$ cat src/rtl/bcd_digit_counter_pkg.sv
// ============================================================================
//  Module   : bcd_digit_counter_pkg
//  Brief    : Shared BCD digit type, digit limits and validity helper.
//  Revision : 1.0 - initial release
// ============================================================================
`default_nettype none

package bcd_digit_counter_pkg;

    typedef logic [3:0] bcd_t;

    localparam bcd_t BCD_MAX = 4'd9;
    localparam bcd_t BCD_MIN = 4'd0;

    function automatic logic bcd_valid(input bcd_t d);
        return (d <= BCD_MAX);
    endfunction

endpackage

`default_nettype wire

$ cat src/rtl/bcd_digit_counter_cell.sv
// ============================================================================
//  Module   : bcd_digit_cell
//  Brief    : One BCD digit register with load, up/down step and wrap flag.
//  Revision : 1.0 - initial release
// ============================================================================
`default_nettype none

module bcd_digit_cell
    import bcd_digit_counter_pkg::*;
(
    input  logic clk,
    input  logic rst,
    input  logic step,
    input  logic dn,
    input  logic load,
    input  bcd_t value,
    output bcd_t digit,
    output logic wrap
);

    bcd_t r_digit;
    logic w_at_edge;

    assign w_at_edge = dn ? (r_digit == BCD_MIN) : (r_digit == BCD_MAX);
    assign wrap      = step & w_at_edge;
    assign digit     = r_digit;

    // The caller only ever presents a value that has passed bcd_valid().
    always_ff @(posedge clk) begin
        if (rst) begin
            r_digit <= BCD_MIN;
        end else if (load) begin
            r_digit <= value;
        end else if (step) begin
            if (dn) begin
                r_digit <= w_at_edge ? BCD_MAX : (r_digit - 4'd1);
            end else begin
                r_digit <= w_at_edge ? BCD_MIN : (r_digit + 4'd1);
            end
        end
    end

endmodule

`default_nettype wire

$ cat src/rtl/bcd_digit_counter.sv
// ============================================================================
//  Module   : bcd_digit_counter
//  Brief    : Two-digit prescaled BCD counter; BCD_DOWN_EN adds the dn port.
//  Revision : 1.0 - initial release
// ============================================================================
`default_nettype none

module bcd_digit_counter
    import bcd_digit_counter_pkg::*;
#(
    parameter int TICK_DIV = 5
) (
    input  logic clk,
    input  logic rst,
    input  logic en,
    input  logic clr,
    input  logic load,
    input  bcd_t ld_d1,
    input  bcd_t ld_d0,
`ifdef BCD_DOWN_EN
    input  logic dn,
`endif
    output bcd_t d1,
    output bcd_t d0,
    output logic co,
    output logic load_err
);

    localparam int               c_PW         = (TICK_DIV > 1) ? $clog2(TICK_DIV) : 1;
    localparam logic [c_PW-1:0]  c_PRESC_LAST = c_PW'(TICK_DIV - 1);
    localparam logic [c_PW-1:0]  c_PRESC_ONE  = c_PW'(1);

    logic [c_PW-1:0] r_presc;
    logic            r_co;
    logic            r_load_err;

    logic w_dn;
    logic w_tick;
    logic w_ld_ok;
    logic w_cell_load;
    bcd_t w_val1;
    bcd_t w_val0;
    logic w_step;
    logic w_wrap0;
    logic w_wrap1;

`ifdef BCD_DOWN_EN
    assign w_dn = dn;
`else
    assign w_dn = 1'b0;
`endif

    assign w_tick  = en & (r_presc == c_PRESC_LAST);
    assign w_ld_ok = bcd_valid(ld_d1) & bcd_valid(ld_d0);

    // clr is folded into the cell load path as a load of 00; any load,
    // accepted or not, suppresses the step in that cycle.
    assign w_cell_load = clr | (load & w_ld_ok);
    assign w_val1      = clr ? BCD_MIN : ld_d1;
    assign w_val0      = clr ? BCD_MIN : ld_d0;
    assign w_step      = w_tick & ~clr & ~load;

    bcd_digit_cell u_ones (
        .clk   (clk),
        .rst   (rst),
        .step  (w_step),
        .dn    (w_dn),
        .load  (w_cell_load),
        .value (w_val0),
        .digit (d0),
        .wrap  (w_wrap0)
    );

    bcd_digit_cell u_tens (
        .clk   (clk),
        .rst   (rst),
        .step  (w_wrap0),
        .dn    (w_dn),
        .load  (w_cell_load),
        .value (w_val1),
        .digit (d1),
        .wrap  (w_wrap1)
    );

    always_ff @(posedge clk) begin
        if (rst || clr) begin
            r_presc <= '0;
        end else if (en) begin
            r_presc <= w_tick ? '0 : (r_presc + c_PRESC_ONE);
        end
    end

    always_ff @(posedge clk) begin
        if (rst || clr) begin
            r_co       <= 1'b0;
            r_load_err <= 1'b0;
        end else begin
            r_co       <= w_wrap1;
            r_load_err <= load & ~w_ld_ok;
        end
    end

    assign co       = r_co;
    assign load_err = r_load_err;

endmodule

`default_nettype wire

$ cat config.mk
export PLATFORM = sky130hd
export DESIGN_NAME = bcd_digit_counter
export DESIGN_NICKNAME = d
export VERILOG_FILES = /design/src/rtl/bcd_digit_counter_pkg.sv /design/src/rtl/bcd_digit_counter_cell.sv /design/src/rtl/bcd_digit_counter.sv
export SDC_FILE = /design/constraint.sdc
export NUM_CORES = 1
export LEC_CHECK = 0
export BUFFER_PORTS_ARGS = -buffer_cell sky130_fd_sc_hd__buf_2
export CORE_MARGIN = 4
export CORE_UTILIZATION = 31
export CTS_BUF_LIST = sky130_fd_sc_hd__clkbuf_8
export CTS_CLUSTER_DIAMETER = 40
export DETAILED_ROUTE_END_ITERATION = 12
export GPL_TIMING_DRIVEN = 1
export PLACE_DENSITY = 0.57
export SETUP_SLACK_MARGIN = 0.15
export SYNTH_ARGS = -nofsm -noshare
export SYNTH_HDL_FRONTEND = slang
export SYNTH_SLANG_ARGS = --single-unit
export TNS_END_PERCENT = 50
$ cat constraint.sdc
create_clock -name clk -period 3.1 [get_ports clk]
set_clock_uncertainty 0.05 [all_clocks]
set_input_delay 0.93 -clock clk [delete_from_list [all_inputs] [get_ports clk]]
set_output_delay 0.93 -clock clk [all_outputs]
set_load 0.005 [all_outputs]
* Yosys cells after proc, flatten, opt, wreduce, memory -nomap -nowiden *
Cells that the tools add are included.

word-level totals
  bits of input ports = 13
  flip-flop bits (word level) = 13
  logic and storage cells = 37

cells by class
  bitwise gates (word level) = 12
  muxes and demuxes = 9
  $add $sub $neg = 3
  magnitude comparators = 2
  eq/ne operators = 3
  reduce and logical (&&, ||, !) cells = 3

operator list
  operator             number
  $mux 4               8
  $add 4x1->4 const B  2
  $and 1x1->1          8
  $eq 4x4->1 const B   2
  $le 4x4->1 const B   2
  $reduce_bool 2->1    2
  $add 3x1->3 const B  1
  $eq 3x3->1 const B   1
  $mux 3               1
  $not 1->1            3
  $logic_or 1x1->1     1
  $or 1x1->1           1

* Depth between registers and ports, before layout *
  word-level depth = 7
  depth in mapped cells = 6
  depth with buffers taken out = 6

* By module *
From an unflattened synthesis, not the netlist that was laid out.

unflattened totals
  cells, all modules = 134
  area, all modules = 1163.6 um2

modules (own cells, without submodules)
  module             area each (um2)  seq. area each (um2)  instances  cells an instance
  bcd_digit_cell     419.2            80.1                  2          49
  bcd_digit_counter  325.3            100.1                 1          36

* Worst setup path before layout *
Ideal clock, no wire load.

  path type = input-to-reg
  start point = in clr
  end point = reg u_tens.r_digit[2], in the netlist u_tens.digit[2]
  setup time = 74 ps
  cell stages on the path = 5
  slack = 977 ps
  arrival time = 1999 ps
  required time = 2976 ps
  path buffers = 1
  cells stage by stage = buf_6 -> and4bb_2 -> nand4b_4 -> or3_1 -> a31oi_1

between the ends
  word-level cells in the longest chain between the ends = 5

ends and longest elaborated chain
  item                         RTL line                      text
  start: declaration           bcd_digit_counter.sv:16       input logic clr,
  $not 1->1                    bcd_digit_counter.sv:61       assign w_step = w_tick & ~clr & ~load;
  $and 1x1->1 (2 in a row)     bcd_digit_counter.sv:61
  $and 1x1->1                  bcd_digit_counter_cell.sv:25  assign wrap = step & w_at_edge;
  $reduce_bool 2->1 (no line)  n/a
  end signal: assignment       bcd_digit_counter_cell.sv:33  r_digit <= value;
  end signal: assignment       bcd_digit_counter_cell.sv:36  r_digit <= w_at_edge ? BCD_MAX : (r_digit - 4'd1);
  end signal: assignment       bcd_digit_counter_cell.sv:38  r_digit <= w_at_edge ? BCD_MIN : (r_digit + 4'd1);
  end: declaration             bcd_digit_counter_cell.sv:21  bcd_t r_digit;

Parallel ways exist; a longest one is shown, timed or not.
A chain may end at the register's enable or synchronous reset.

* Worst setup path after layout *
  start point = in ld_d0[1]
  end point = reg u_ones.r_digit[2], in the netlist u_ones.digit[2]

between the ends
  word-level cells in the longest chain between the ends = 5

ends and longest elaborated chain
  item                                         RTL line                      text
  start: declaration                           bcd_digit_counter.sv:19       input bcd_t ld_d0,
  $le 4x4->1 *                                 bcd_digit_counter_pkg.sv:16   return (d <= BCD_MAX);
  $and 1x1->1 *                                bcd_digit_counter.sv:54       assign w_ld_ok = bcd_valid(ld_d1) & bcd_valid(ld_d0);
  $and 1x1->1 *                                bcd_digit_counter.sv:58       assign w_cell_load = clr | (load & w_ld_ok);
  $or 1x1->1 *                                 bcd_digit_counter.sv:58
  $mux 4 or $reduce_bool 2->1 (tied branches)  n/a
  end signal: assignment                       bcd_digit_counter_cell.sv:33
  end signal: assignment                       bcd_digit_counter_cell.sv:36
  end signal: assignment                       bcd_digit_counter_cell.sv:38
  end: declaration                             bcd_digit_counter_cell.sv:21

Mark *: on every way between the ends. The rest lies on a longest branch, timed or not.

==> impl_metrics.tcl <==
set metrics [dict create \
    outcome "finished, final reports clean" \
    yosys_register_bits 13 \
    area_growth_pct 23.1 \
    cts_inserted_buffers 3 \
    drive_gt1_share_pct 25.4 \
    die_h_um 56.9 \
    fin_crit_ps 2230 \
    cts_hold_buf 0 \
    dp_hpwl_um 1300 \
    start_util_pct 33.2 \
    nets 130 \
    post_cts_resized 0 \
    synth_area_per_cell_um2 8.14 \
    yosys_warnings 0 \
    dp.cells 138 \
    rows 17 \
    worstHoldStart "u_ones.digit[3]$_SDFFE_PP0P_" \
    r2r-end "u_tens.digit[2]$_SDFFE_PP0P_" \
    crit_required_ps 3230 \
    post-cts-setup-buffers 0 \
    clk_latency_ps 240 \
    final_area_um2 912 \
    synth_edf_count 0 \
    dr.pass1.iters 4 \
    port_buffers 22 \
    grt_pass1_vias 644 \
    r2r_slack_ps 1550 \
    seq_area_frac_synth_pct 35.1 \
    grt_setup_unrepaired "no" \
    ys_types 32 \
    hold_violations 0 \
    multi_input_area_um2 443 \
    gp_congestion 0.738 \
    cts_buffer_depth 2 \
    holdPathStages 2 \
    p_total_uw 365 \
    synth-async-reset-ratio_pct 0 \
    nFillCells 233 \
    initialDrtViolationCount 7 \
    drtAntennaViolNets 0 \
    grt_start_max_net_pins 16 \
    antenna_cells 0 \
    core_area_um2 2230 \
    postLayoutCoreUtil_pct 40.8 \
    wl_per_cell_um 12.2 \
    drt_wl_total_um 1740 \
    slew_violations 0 \
    chipWidth_um 56.9 \
    post-route-period-util_pct 71.9 \
    relSlewSlack_pct 57.9 \
    hold_path_end "u_ones.digit[3]$_SDFFE_PP0P_" \
    arrival_ps 2360 \
    cts_root_buf "clkbuf_8" \
    cts_tree "built" \
    rr_startpoint "r_presc[0]$_SDFFE_PP0P_" \
    r2r_cells 6 \
    cts.htree.levels 1 \
    worst_slew_pin_slew_ps 629 \
    cp_max_fo 15 \
    track_usage_pct 10.9 \
    die_area_um2 3240 \
    max_cap_viol_count 0 \
    layout_commonest_cell "buf_2" \
    avgViaCountPerCell 5.25 \
    crit_path_start_kind "primary input" \
    crit_path_end_kind "flip-flop" \
    antenna_found_initial 0 \
    via_count 746 \
    io_pins 23 \
    setup_viol 0 \
    vdd.ir_drop.worst_v 0.000253 \
    ff_latch_area_um2 260 \
    synth-main-ff-cell "dfxtp_1" \
    power_leakage_uw 0.000423 \
    setup_tns_ps 0 \
    numClockSinks 13 \
    syn_inst 91 \
    p_per_area_nw_per_um2 400 \
    most-common-layout-cells "22 x buf_2, 13 x dfxtp_1, 10 x o21ai_0, 9 x nand2_1" \
    critPathKind "in2reg" \
    grt_pass1_wl_um 2730 \
    hold_path.class "reg2reg" \
    fmax_mhz 448 \
    dpl_cell_area_um2 867 \
    clkTransAtPathRegs_ps 50 \
    syn_nets 106 \
    grt_overflow 0 \
    drc_errors 0 \
    layout.cells.non_filler 142 \
    synth_area_um2 741 \
]
==> where the power goes <==
group	internal [uW]	switching [uW]
Combinational	17.8	22.3
Sequential	172	5.03
Clock	87.5	60.7
==> critical path: stages <==
cell and delay [ps]:
buf_2 100, o21ai_0 330, nand3_1 440, o32a_1 430, a21oi_1 130
==> final cells by class <==
type / instances / area share, %
Multi-Input combinational cell: 70 / 48.6
Sequential cell: 13 / 28.5
Timing Repair Buffer: 22 / 12.1
Clock buffer: 3 / 4.53
Tap cell: 28 / 3.84
Inverter: 5 / 2.06
Clock inverter: 1 / 0.412
==> synth_stat cells (all sizes together), types with 2 or more instances <==
library cell  instances  share of area (%)
dfxtp                13                 35
o21ai                10                6.8
nand2                 9                4.6
a21oi                 6                4.1
nor3                  6                4.1
inv                   5                2.5
nand4                 4                3.4
nor2                  4                2.0
nor2b                 3                2.5
a31oi                 2                1.7
and3                  2                1.7
clkbuf                2                1.0
ha                    2                3.4
nand3                 2                1.4
nand3b                2                2.0
nand4b                2                4.4
or4                   2                2.0
xor2                  2                2.4
==> routing by layer <==
| metal | up-vias | routed length (um) | GRT usage [%] |
|---|---|---|---|
| met5 | - | 0 | 0 |
| met4 | 0 | 14 | 4.97 |
| met3 | 2 | 123 | 4.83 |
| met2 | 19 | 875 | 18.8 |
| met1 | 346 | 723 | 11.1 |
| li1 | 379 | - | - |
==> flip-flops by register name, indices dropped and copies added, names as in the netlist <==
register,cells
load_err,1
r_presc,3
u_tens.digit,4
co,1
u_ones.digit,4
==> worst max-delay path by stage <==
stage	end	slack, ps	cells after the start	from
floorplan	u_tens.digit[2]$_SDFFE_PP0P_	980	5	clr
global placement	u_ones.digit[2]$_SDFFE_PP0P_	640	5	ld_d0[1]
detailed placement	u_ones.digit[2]$_SDFFE_PP0P_	610	5	ld_d0[1]
CTS	u_ones.digit[2]$_SDFFE_PP0P_	870	5	ld_d0[1]
global route	u_ones.digit[2]$_SDFFE_PP0P_	710	5	ld_d0[1]
finish	u_ones.digit[2]$_SDFFE_PP0P_	870	5	ld_d0[1]
==> logic make-up (layout without fill, tap and decap cells) <==
kind of cell,count (synthesis),in the layout,synth area share [%]
adders and majority gates,2,2,3.38
buffers and inverters,8,31,5.07
AOI/OAI and AO/OA,22,22,17.2
xor gates and xnor gates,2,2,2.37
and+or+nand+nor,43,43,35.5
muxes,1,1,1.35
DFF,13,13,35.1
==> stage by stage <==
step / hold slack, ps / setup slack (ps)
2_1_floorplan: 450 / 977
6_report: 472 / 870
4_1_cts: 472 / 873
3_3_place_gp: 468 / 644
3_5_place_dp: 465 / 611
5_1_grt: 506 / 714
No activity file was read; power rests on OpenSTA's default activity.
